$ cat src/rtl/fetch_pc_ctrl.sv
// Fetch-side PC sequencer: owns the PC, keeps one imem fetch in flight at a time,
// and holds the returned instruction for decode while applying redirects and traps.
module fetch_pc_ctrl #(
    parameter int                    ADDR_WIDTH   = 32,
    parameter int                    DATA_WIDTH   = 32,
    parameter logic [ADDR_WIDTH-1:0] RESET_VECTOR = '0,
    parameter int                    INSTR_BYTES  = 4
) (
    input  logic                  clk,
    input  logic                  rst,
    input  logic                  redirect_valid,
    input  logic [ADDR_WIDTH-1:0] redirect_pc,
    input  logic                  trap_valid,
    input  logic [ADDR_WIDTH-1:0] trap_vector,
    output logic                  imem_req_valid,
    input  logic                  imem_req_ready,
    output logic [ADDR_WIDTH-1:0] imem_req_addr,
    input  logic                  imem_rsp_valid,
    input  logic [DATA_WIDTH-1:0] imem_rsp_data,
    output logic                  inst_valid,
    input  logic                  inst_ready,
    output logic [DATA_WIDTH-1:0] inst_data,
    output logic [ADDR_WIDTH-1:0] inst_pc,
    output logic [ADDR_WIDTH-1:0] pc_current
);

    typedef enum logic [1:0] {
        S_BOOT = 2'd0,
        S_REQ  = 2'd1,
        S_WAIT = 2'd2,
        S_HOLD = 2'd3
    } state_t;

    state_t                state_q, state_d;
    logic [ADDR_WIDTH-1:0] pc_q, pc_d;
    logic                  kill_q, kill_d;
    logic [DATA_WIDTH-1:0] inst_data_q, inst_data_d;
    logic [ADDR_WIDTH-1:0] inst_pc_q, inst_pc_d;

    logic                  redirect_evt;
    logic [ADDR_WIDTH-1:0] redirect_tgt;

    // A trap outranks a branch/jump redirect arriving in the same cycle.
    assign redirect_evt = trap_valid | redirect_valid;
    assign redirect_tgt = trap_valid ? trap_vector : redirect_pc;

    always_comb begin
        state_d     = state_q;
        pc_d        = pc_q;
        kill_d      = kill_q;
        inst_data_d = inst_data_q;
        inst_pc_d   = inst_pc_q;

        case (state_q)
            S_BOOT: begin
                state_d = S_REQ;
                if (redirect_evt) pc_d = redirect_tgt;
            end

            S_REQ: begin
                if (imem_req_ready) begin
                    state_d = S_WAIT;
                    // The accepted fetch targets the old PC; its response must be dropped.
                    if (redirect_evt) begin
                        pc_d   = redirect_tgt;
                        kill_d = 1'b1;
                    end
                end else if (redirect_evt) begin
                    pc_d = redirect_tgt;
                end
            end

            S_WAIT: begin
                if (imem_rsp_valid) begin
                    if (kill_q || redirect_evt) begin
                        kill_d  = 1'b0;
                        state_d = S_REQ;
                        if (redirect_evt) pc_d = redirect_tgt;
                    end else begin
                        inst_data_d = imem_rsp_data;
                        inst_pc_d   = pc_q;
                        state_d     = S_HOLD;
                    end
                end else if (redirect_evt) begin
                    pc_d   = redirect_tgt;
                    kill_d = 1'b1;
                end
            end

            S_HOLD: begin
                if (redirect_evt) begin
                    pc_d    = redirect_tgt;
                    state_d = S_REQ;
                end else if (inst_ready) begin
                    pc_d    = pc_q + ADDR_WIDTH'(INSTR_BYTES);
                    state_d = S_REQ;
                end
            end

            default: state_d = S_BOOT;
        endcase
    end

    always_ff @(posedge clk) begin
        if (rst) begin
            state_q     <= S_BOOT;
            pc_q        <= RESET_VECTOR;
            kill_q      <= 1'b0;
            inst_data_q <= '0;
            inst_pc_q   <= '0;
        end else begin
            state_q     <= state_d;
            pc_q        <= pc_d;
            kill_q      <= kill_d;
            inst_data_q <= inst_data_d;
            inst_pc_q   <= inst_pc_d;
        end
    end

    assign imem_req_valid = (state_q == S_REQ);
    assign imem_req_addr  = pc_q;
    assign inst_valid     = (state_q == S_HOLD);
    assign inst_data      = inst_data_q;
    assign inst_pc        = inst_pc_q;
    assign pc_current     = pc_q;

endmodule
$ cat config.mk
export PLATFORM = sky130hd
export DESIGN_NAME = fetch_pc_ctrl
export DESIGN_NICKNAME = d
export VERILOG_FILES = /design/src/rtl/fetch_pc_ctrl.sv
export SDC_FILE = /design/constraint.sdc
export NUM_CORES = 1
export LEC_CHECK = 0
export BUFFER_PORTS_ARGS = -buffer_cell sky130_fd_sc_hd__buf_4
export CORE_MARGIN = 4
export CORE_UTILIZATION = 45
export CTS_BUF_LIST = sky130_fd_sc_hd__clkbuf_2 sky130_fd_sc_hd__clkbuf_4 sky130_fd_sc_hd__clkbuf_8
export CTS_CLUSTER_DIAMETER = 120
export DETAILED_ROUTE_END_ITERATION = 8
export MAX_ROUTING_LAYER = met4
export PLACE_DENSITY = 0.83
export RECOVER_POWER = 25
export SYNTH_ARGS = -nofsm -noshare
export SYNTH_HDL_FRONTEND = slang
export SYNTH_SLANG_ARGS = --single-unit
$ cat constraint.sdc
create_clock -name clk -period 2.4 [get_ports clk]
set_input_delay 0.12 -clock clk [delete_from_list [all_inputs] [get_ports clk]]
set_output_delay 0.12 -clock clk [all_outputs]
set_load 0.05 [all_outputs]
Word-level counts from Yosys, hierarchy flattened

Index checks and enable logic that the tools add are counted.

Logic and storage cells: 41
Input bits: 103
Register bits: 99
Output and inout bits: 130

Reductions and logical operators: 8
Bitwise gates (word level): 2
Add/sub/neg operators: 1
Multiplexer cells: 18
Eq/ne operators: 7

Operators by type and width:

| kind                                                                   | count |
|---|---|
| 32-bit 2-to-1 mux                                                      | 6 |
| 32-bit case mux with 3 select lines                                    | 1 |
| 32-bit by 3-bit adder with 32-bit output (second input constant)       | 1 |
| 2-bit 2-to-1 mux                                                       | 5 |
| 3-bit AND reduction                                                    | 3 |
| 2-bit case mux with 4 select lines                                     | 1 |
| 2-bit equality test (second input constant)                            | 2 |
| 1-bit 2-to-1 mux                                                       | 4 |
| 3-bit by 1-bit != test with 1-bit output (second input constant)       | 1 |
| 3-bit != test (second input constant)                                  | 1 |
| 2-bit by 1-bit equality test with 1-bit output (second input constant) | 1 |
| 2-bit logical NOT                                                      | 1 |
| 2-bit by 1-bit != test with 1-bit output (second input constant)       | 1 |
| 2-bit != test (second input constant)                                  | 1 |
| 1-bit case mux with 2 select lines                                     | 1 |
| 2-bit AND reduction                                                    | 1 |
| 2-bit nonzero test                                                     | 1 |
| 2-bit OR reduction                                                     | 1 |
| 1-bit logical OR                                                       | 1 |
| 1-bit inverter                                                         | 1 |
| 1-bit OR                                                               | 1 |

Depth between registers and ports, before layout

Gate-level depths: netlist of the first run.

Word-level depth: 5
Mapped depth: 9
Mapped depth without buffers: 7

Worst setup path after synthesis of the first run

Ideal clock, no wire load.

Path type: reg2reg
Start point: register pc_q[2] (netlist: imem_req_addr[2])
End point: register pc_q[18] (netlist: imem_req_addr[18])
Period minus slack after synthesis: 2.325 ns
Data arrival time: 2.250 ns
Stages on the path, launching flop included: 7
Setup time: 0.074 ns
Buffers on the path: 0
Path slack: 0.075 ns
Data required time: 2.326 ns
Path through: dfxtp_1 -> ha_1 -> nand4_1 -> nor3_1 -> nand4_1 -> or4b_1 -> a31oi_1

Cells in the longest elaborated chain, start to end: 4

RTL lines:

| element                                  | line | text |
|---|---|---|
| start: declaration                       | 35   | `logic [ADDR_WIDTH-1:0] pc_q, pc_d;` |
| start signal: assignment                 | 113  | `pc_q <= pc_d;` |
| 32-bit by 3-bit adder with 32-bit output | 95   | `pc_d = pc_q + ADDR_WIDTH'(INSTR_BYTES);` |
| 32-bit 2-to-1 mux                        | 94   | `end else if (inst_ready) begin` |
| 32-bit 2-to-1 mux                        | 91   | `if (redirect_evt) begin` |
| 32-bit case mux with 3 select lines      | 54   | `case (state_q)` |

Every way passes these cells. The select of a mux whose other input is x is not followed.
A chain may end at the register's enable or synchronous reset.

Worst setup path after layout of the first run

Start point: register state_q[0]
End point: register pc_q[18] (netlist: imem_req_addr[18])

Cells in the longest elaborated chain, start to end: 3
Elaborated cells on any way between the ends: 9
Classes of those cells: 5 x eq/ne; 1 x mux; 3 x reduce/logical

RTL lines:

| element                                                                           | line | text |
|---|---|---|
| start: declaration                                                                | 34   | `state_t state_q, state_d;` |
| start signal: assignment                                                          | 112  | `state_q <= state_d;` |
| 2-bit by 1-bit equality test with 1-bit output (tied with other cells)            | 54   |  |
| 2-bit OR reduction (no source line) (tied with other cells)                       | --   |  |
| 32-bit case mux with 3 select lines / 2-bit AND reduction (equally long branches) | --   |  |

Parallel ways exist; a longest one is shown, timed or not.

==> summary.txt, run 1 <==
outcome = finished, final reports clean
post-synth design cell area = 4890 um2
top post-synthesis cells by area = sky130_fd_sc_hd__dfxtp_1 (41%), sky130_fd_sc_hd__nand2_1 (12%), sky130_fd_sc_hd__a21oi_1 (8.4%)
maximum level of the CTS H-tree = 3
setup repair after global routing missed its margin = no
commonest cells in the synthesized netlist = sky130_fd_sc_hd__nand2_1 (152), sky130_fd_sc_hd__dfxtp_1 (99), sky130_fd_sc_hd__a21oi_1 (82)
wire length reported by the detailed router = 18.5 mm
setup tns final = 0 ns
number of top-level design ports = 233
leakage power total = 2.82 nW
TritonCTS clock tree = done
highest fanout seen on the critical path = 13
remaining global-route overflow = 0
layout cells sized above 1 = 27.1%
detailed-placement wirelength estimate = 13.1 mm
Final Cycle Share = 92.5%
minimum period implied by the final worst setup slack = 2.22 ns
Worst slew margin = 27.2%
area delta synth->final = 41.2%
Worst Hold Launch = imem_rsp_data[0]
count of warnings emitted by yosys = 0
worst reg2reg path startpoint = state_q[0]
routed len/inst = 18.6 um
most frequently used flop master after synthesis = sky130_fd_sc_hd__dfxtp_1
buffer levels on the longest clock path = 2
Max IR drop VDD = 0.000316 V
count of buffers inserted at the top-level ports = 232
Yosys reg bits = 99
Setup Crit Path Kind = reg2reg
proportion of synthesized chip area in sequential cells = 40.5%
routed length on met2 = 8.99 mm
Core ar. = 10500 um2
maximum number of pins on one net before global-route repair = 52
DIE HEIGHT = 112 um
Layout Skew = 0.00981 ns
clock insertion delay at the later pin of the skew report = 0.36 ns
top-count cell post-synth = sky130_fd_sc_hd__nand2_1
highest metal layer with signal wires = met4
CTS Buf Count = 9
Placement Rows = 37
first-pass detailed-route iteration total = 6
CTS clock-pin slew for the worst setup and hold paths = 0.10 ns
Post-Syn Area per Cell = 7.80 um2
first-iteration detailed-routing DRC count = 589
routability congestion estimate = 0.928
cell taking the most area after synthesis = sky130_fd_sc_hd__dfxtp_1
Multi-input gate area = 2490 um2
hold violation count in the final report = 0
Routed met3 length = 1.78 mm
actual transition at the worst max-transition pin = 1.09 ns
M1 wire length = 7.44 mm
overall global routing resource usage = 28.9%
data arrival time of the worst path = 2.52 ns
Worst setup startpoint = state_q[0]
first-pass GRT wire length = 28.8 mm
Setup Slack @ Placement = 0.245 ns
CTS sink count = 99
share of the synthesized area in the top cell type = 40.5%
starting density of the core = 46.7%
number of vias after detailed routing = 5663
die outline area = 12600 um2
Final Slew Violations = 0
final-layout fill cell count = 917
number of flops mapped to enable cells by yosys = 0
max-cap violations = 0
post-layout worst setup margin = 0.180 ns
number of nets in the final layout = 960
count of endpoints failing setup in the final report = 0
detailed-route vias per instance = 5.70
Cell Pwr Density = 554 nW/um2
path category of the worst min-delay check = in2reg
CP startpoint kind = register
library cell used as clock root buffer = sky130_fd_sc_hd__clkbuf_8
residual DRC count = 0
achievable frequency = 450 MHz
antenna violations before repair = 0
count of different cell masters after synthesis = 59
kind of capture point of the worst setup path = register
Data required, critical path = 2.70 ns
FF+latch area = 1980 um2
Async SR Flop Fraction = 0%
total nets after synthesis = 735
post-route antenna net violation count = 0
die outline width = 112 um
diodes inserted = 0
synthesized instance count = 627
number of global-route vias before repair = 5572
## worst max-delay path: stages, from the launching register on
cell and delay, ns:
sky130_fd_sc_hd__dfxtp_1 0.42, sky130_fd_sc_hd__ha_1 0.31, sky130_fd_sc_hd__or3b_2 0.64, sky130_fd_sc_hd__nand2_1 0.16, sky130_fd_sc_hd__or4b_1 0.45, sky130_fd_sc_hd__a31oi_1 0.16
## per-stage QoR
step	cells	utilization, %	hold WS (ns)	instance area (um2)	power [mW]
floorplan	627	-	0.236	4890	2.36
global placement	946	63.1	0.358	6600	2.68
detailed placement	946	63.1	0.356	6600	2.69
CTS	992	67.9	0.00113	7100	3.83
global route	993	66.0	0.0109	6900	3.95
finish	993	66.0	0.0157	6900	3.83
## path summary, 6_finish.rpt
kind	end	slack, ns	cells past startpoint
min reg2reg	inst_data[31]	0.46	2
max reg2reg	imem_req_addr[18]	0.18	5
min	inst_data[0]	0.02	3
max	imem_req_addr[18]	0.18	5
## what timing repair did
item	CTS	global route
setup buffers	0	0
resized for setup	0	0
endpoints found under the hold margin	30	1
hold buffers	30	1
## flip-flops by register name (all words and copies together) (netlist names)
register,count
state_q,2
inst_data,32
kill_q,1
inst_pc,32
imem_req_addr,32
## power by group
group	total (mW)	switching [mW]	internal (mW)	leakage, nW
combinational	0.928	0.577	0.352	1.92
clock	1.12	0.612	0.508	0.103
sequential	1.78	0.0877	1.69	0.806
## routing by layer
layer | track usage, % | up-vias
li1 | - | 2629
met1 | 35.0 | 2668
met2 | 48.5 | 339
met3 | 6.36 | 27
met4 | 8.25 | 0
met5 | - | -
## cell type report
class	count	share of cell area [%]
Clock buffer	10	1.90
Clock inverter	6	1.03
Inverter	10	0.544
Multi-Input combinational cell	447	36.0
Sequential cell	99	28.7
Tap cell	136	2.46
Timing Repair Buffer	285	29.3
## cells in the final DEF, fill, tap and decap left out, drive strengths merged, types with 7 or more instances in the layout
master	synthesis	layout
a211oi	8	8
a21oi	82	82
a31oi	8	8
and3	10	10
buf	40	199
clkbuf	31	65
dfxtp	99	99
dlygate4sd3	0	31
inv	10	13
mux2i	11	11
nand2	152	152
nand3	18	18
nand4	12	12
nor2	32	32
nor3	8	8
nor4	9	9
o21ai	7	7
o22ai	9	9
or3	7	7
## logic make-up (layout without fill, tap and decap cells)
| kind of cell | Yosys count | in the layout | synth area share [%] |
|---|---|---|---|
| compound gates | 149 | 149 | 18.6 |
| xor+xnor | 3 | 3 | 0.538 |
| fa+ha+maj | 5 | 5 | 1.28 |
| buf+inv | 81 | 311 | 8.83 |
| flops | 99 | 99 | 40.5 |
| mux | 12 | 12 | 2.48 |
| simple gates | 278 | 278 | 27.7 |
No activity file was read; power rests on OpenSTA's default activity.
==> run 2, diff against run 1 <==
--- a/config.mk
+++ b/config.mk
@@ -5,6 +5,7 @@
 export SDC_FILE = /design/constraint.sdc
 export NUM_CORES = 1
 export LEC_CHECK = 0
+export ABC_AREA = 1
 export BUFFER_PORTS_ARGS = -buffer_cell sky130_fd_sc_hd__buf_4
 export CORE_MARGIN = 4
 export CORE_UTILIZATION = 45
@@ -12,7 +13,7 @@
 export CTS_CLUSTER_DIAMETER = 120
 export DETAILED_ROUTE_END_ITERATION = 8
 export MAX_ROUTING_LAYER = met4
-export PLACE_DENSITY = 0.83
+export PLACE_DENSITY = 0.81
 export RECOVER_POWER = 25
 export SYNTH_ARGS = -nofsm -noshare
 export SYNTH_HDL_FRONTEND = slang
==> run 2 against run 1 <==
Combinational power is 26% higher. Non-clock buffer count is 8 lower. Sequential cell count stayed put. Clock power is 9.8% higher. Largest power group unchanged. Final area is 6.1% higher.
==> summary.txt, run 2 <==
cell taking the most area after synthesis = sky130_fd_sc_hd__dfxtp_1
CTS sink count = 99 (unchanged)
highest cell delay on the worst timing path = 0.51 ns (-0.13 ns)
diodes inserted = 0 (unchanged)
minimum period implied by the final worst setup slack = 2.02 ns (-0.196 ns)
number of flops mapped to enable cells by yosys = 0 (unchanged)
number of global-route vias before repair = 5806 (+4.2%)
Final Slew Violations = 0 (unchanged)
total nets after synthesis = 902 (+23%)
first-pass detailed-route iteration total = 5 (-1)
commonest cells after routing, fill and taps aside = sky130_fd_sc_hd__nand2_1 (217), sky130_fd_sc_hd__buf_4 (191), sky130_fd_sc_hd__a21oi_1 (107)
number of top-level design ports = 233 (unchanged)
count of buffers inserted at the top-level ports = 232 (unchanged)
number of nets in the final layout = 1107 (+15%)
CP startpoint kind = register
count of different cell masters after synthesis = 40 (-32%)
Core ar. = 11700 um2 (+11%)
first-iteration detailed-routing DRC count = 529 (-10%)
overall global routing resource usage = 26.4% (-2.5 points)
buffer levels on the longest clock path = 2 (unchanged)
remaining global-route overflow = 0 (unchanged)
wire length reported by the detailed router = 18.5 mm (about the same)
residual DRC count = 0 (unchanged)
routed len/inst = 16.1 um (-13%)
layout cells sized above 1 = 24.3% (-2.8 points)
sw power = 1.49 mW (+17%)
cell at the slowest stage of the critical path = sky130_fd_sc_hd__inv_2
count of warnings emitted by yosys = 0 (unchanged)
maximum number of pins on one net before global-route repair = 45 (-13%)
antenna violations before repair = 0 (unchanged)
TritonCTS clock tree = done
leakage power total = 3.10 nW (+9.7%)
proportion of synthesized chip area in sequential cells = 36.3% (-4.2 points)
achievable frequency = 494 MHz (+9.7%)
setup repair after global routing missed its margin = no
top-count cell post-synth = sky130_fd_sc_hd__nand2_1
maximum level of the CTS H-tree = 3 (unchanged)
Multi-input gate area = 2830 um2 (+14%)
outcome = finished, final reports clean
number of vias after detailed routing = 6096 (+7.6%)
Async SR Flop Fraction = 0% (unchanged)
detailed-placement wirelength estimate = 12.6 mm (-4.1%)
DIE HEIGHT = 118 um (+5.3%)
Worst slew margin = 54.3% (+27 points)
starting density of the core = 46.8% (+0.074 points)
Post-Syn Area per Cell = 6.87 um2 (-12%)
clock insertion delay at the later pin of the skew report = 0.38 ns (+0.02 ns)
Placement Rows = 39 (+5.4%)
Max IR drop VDD = 0.000430 V (+36%)
most common cell after layout, fill and taps aside = sky130_fd_sc_hd__nand2_1
switching part of the total power = 35.3% (+1.9 points)
FF+latch area = 1980 um2 (unchanged)
commonest cells in the synthesized netlist = sky130_fd_sc_hd__nand2_1 (217), sky130_fd_sc_hd__a21oi_1 (107), sky130_fd_sc_hd__nand3_1 (103)
CTS Buf Count = 9 (unchanged)
Final Cycle Share = 84.3% (-8.2 points)
smallest hold slack = 0.0212 ns (+0.00546 ns)
die outline area = 14000 um2 (+11%)
hold violation count in the final report = 0 (unchanged)
Layout Skew = 0.0109 ns (+0.00109 ns)
power share of the combinational group = 27.6% (+3.3 points)
first-pass GRT wire length = 29.4 mm (+2.0%)
Power Internal = 2.74 mW (+7.4%)
CP Cell Sequence = ha_1 -> inv_1 -> nor2_8 -> inv_2 -> o21ai_0 -> nand3_1 -> a21oi_1
post-layout worst setup margin = 0.376 ns (+0.196 ns)
most frequently used flop master after synthesis = sky130_fd_sc_hd__dfxtp_1
actual transition at the worst max-transition pin = 0.684 ns (-0.404 ns)
detailed-route vias per instance = 5.31 (-6.8%)
Cell Pwr Density = 578 nW/um2 (+4.3%)
CTS clock-pin slew for the worst setup and hold paths = 0.10 ns (about the same)
final-layout fill cell count = 1102 (+20%)
highest fanout seen on the critical path = 41 (+28)
count of endpoints failing setup in the final report = 0 (unchanged)
Yosys reg bits = 99 (unchanged)
Clk network pwr share = 29.0% (-0.3 points)
post-synth design cell area = 5460 um2 (+12%)
kind of capture point of the worst setup path = register
area delta synth->final = 34.3%
sequential fraction of design power = 43.4% (-3.1 points)
data arrival time of the worst path = 2.30 ns (-0.22 ns)
post-route antenna net violation count = 0 (unchanged)
top post-synthesis cells by area = sky130_fd_sc_hd__dfxtp_1 (36%), sky130_fd_sc_hd__nand2_1 (15%), sky130_fd_sc_hd__a21oi_1 (9.8%)
synthesized instance count = 794 (+27%)
Setup Slack @ Placement = 0.439 ns (+0.195 ns)
number of resized instances in the post-cts repair step = 0 (unchanged)
Setup Crit Path Kind = reg2reg
die outline width = 118 um (+5.3%)
library cell used as clock root buffer = sky130_fd_sc_hd__clkbuf_8
setup tns final = 0 ns (unchanged)
Post CTS Setup Buffer Count = 0 (unchanged)
Data required, critical path = 2.67 ns (-0.03 ns)
path category of the worst min-delay check = in2reg
share of the synthesized area in the top cell type = 36.3% (-4.2 points)
routability congestion estimate = 0.905 (-2.4%)
max-cap violations = 0 (unchanged)
## run 2: cell types whose count changed after synthesis, sizes merged, moves of 10 or more
cell / previous run / this run
buf: 40 / 55
nand2: 152 / 225
inv: 10 / 42
nor2: 32 / 48
nand3: 18 / 106
o21ai: 7 / 31
and3: 10 / 0
a21oi: 82 / 108
mux2i: 11 / 1
## run 2: metal layers
layer  global-route usage (%)  wire (um)  vias up
li1                         -          -     2999
met1                     30.4       7470     2822
met2                     44.8       9230      249
met3                     5.73       1380       26
met4                     10.6        415        0
met5                        -          0        -
## run 2: cell families after synthesis
| kind of cell | count (synthesis) | share of synthesized area (%) |
|---|---|---|
| adders and majority gates | 5 | 1.15 |
| muxes | 1 | 0.183 |
| DFF | 99 | 36.3 |
| xor gates and xnor gates | 8 | 1.28 |
| and+or+nand+nor | 397 | 33.8 |
| AOI/OAI and AO/OA | 158 | 15.2 |
| buffers and inverters | 126 | 12.0 |
## run 2: final timing paths
kind	start	to	slack, ns	depth (start not counted)
hold reg to reg	inst_pc[30]	inst_pc[30]	0.47	2
setup reg to reg	state_q[0]	imem_req_addr[18]	0.38	7
hold / removal	imem_rsp_data[21]	inst_data[21]	0.02	3
setup / recovery	state_q[0]	imem_req_addr[18]	0.38	7
## run 2: worst max-delay path: cells and delay by family, from the launching register on
family,cells,cell delay [ns]
flip-flops,1,0.36
adder cells (fa/ha/maj),1,0.24
AND/OR/NAND/NOR,2,0.26
AO/OA/AOI/OAI,2,0.38
buffers and inverters,2,0.66
## run 2: final cells by class
cell class              count  area share, %
repair buffers            277           26.6
clock inverters             5           1.18
well taps                 143           2.44
inverters                  43           2.25
flip-flops and latches     99           27.0
multi-input cells         569           38.6
clock buffers              11           1.90
## run 2: stage by stage
stage	cell area (um2)	instances	util (%)	power, mW
after detailed placement	7000	1100	60.0	3.00
after global placement	7000	1100	60.0	3.00
after floorplan	5460	794	-	2.64
final	7330	1147	62.8	4.24
after CTS	7530	1147	64.6	4.26
after global routing	7330	1147	62.8	4.39
## run 2: timing repair
item	CTS	global route
hold buffers	31	0
endpoints found under the setup margin	0	0
hold endpoints to repair	31	0
## run 2: power by group through the flow
stage / sequential, mW / combinational (mW) / clock (mW)
finish: 1.84 / 1.17 / 1.23
global route: 1.85 / 1.24 / 1.30
CTS: 1.84 / 1.17 / 1.25
detailed placement: 1.87 / 1.13 / 0
global placement: 1.87 / 1.12 / 0
floorplan: 2.04 / 0.609 / 0
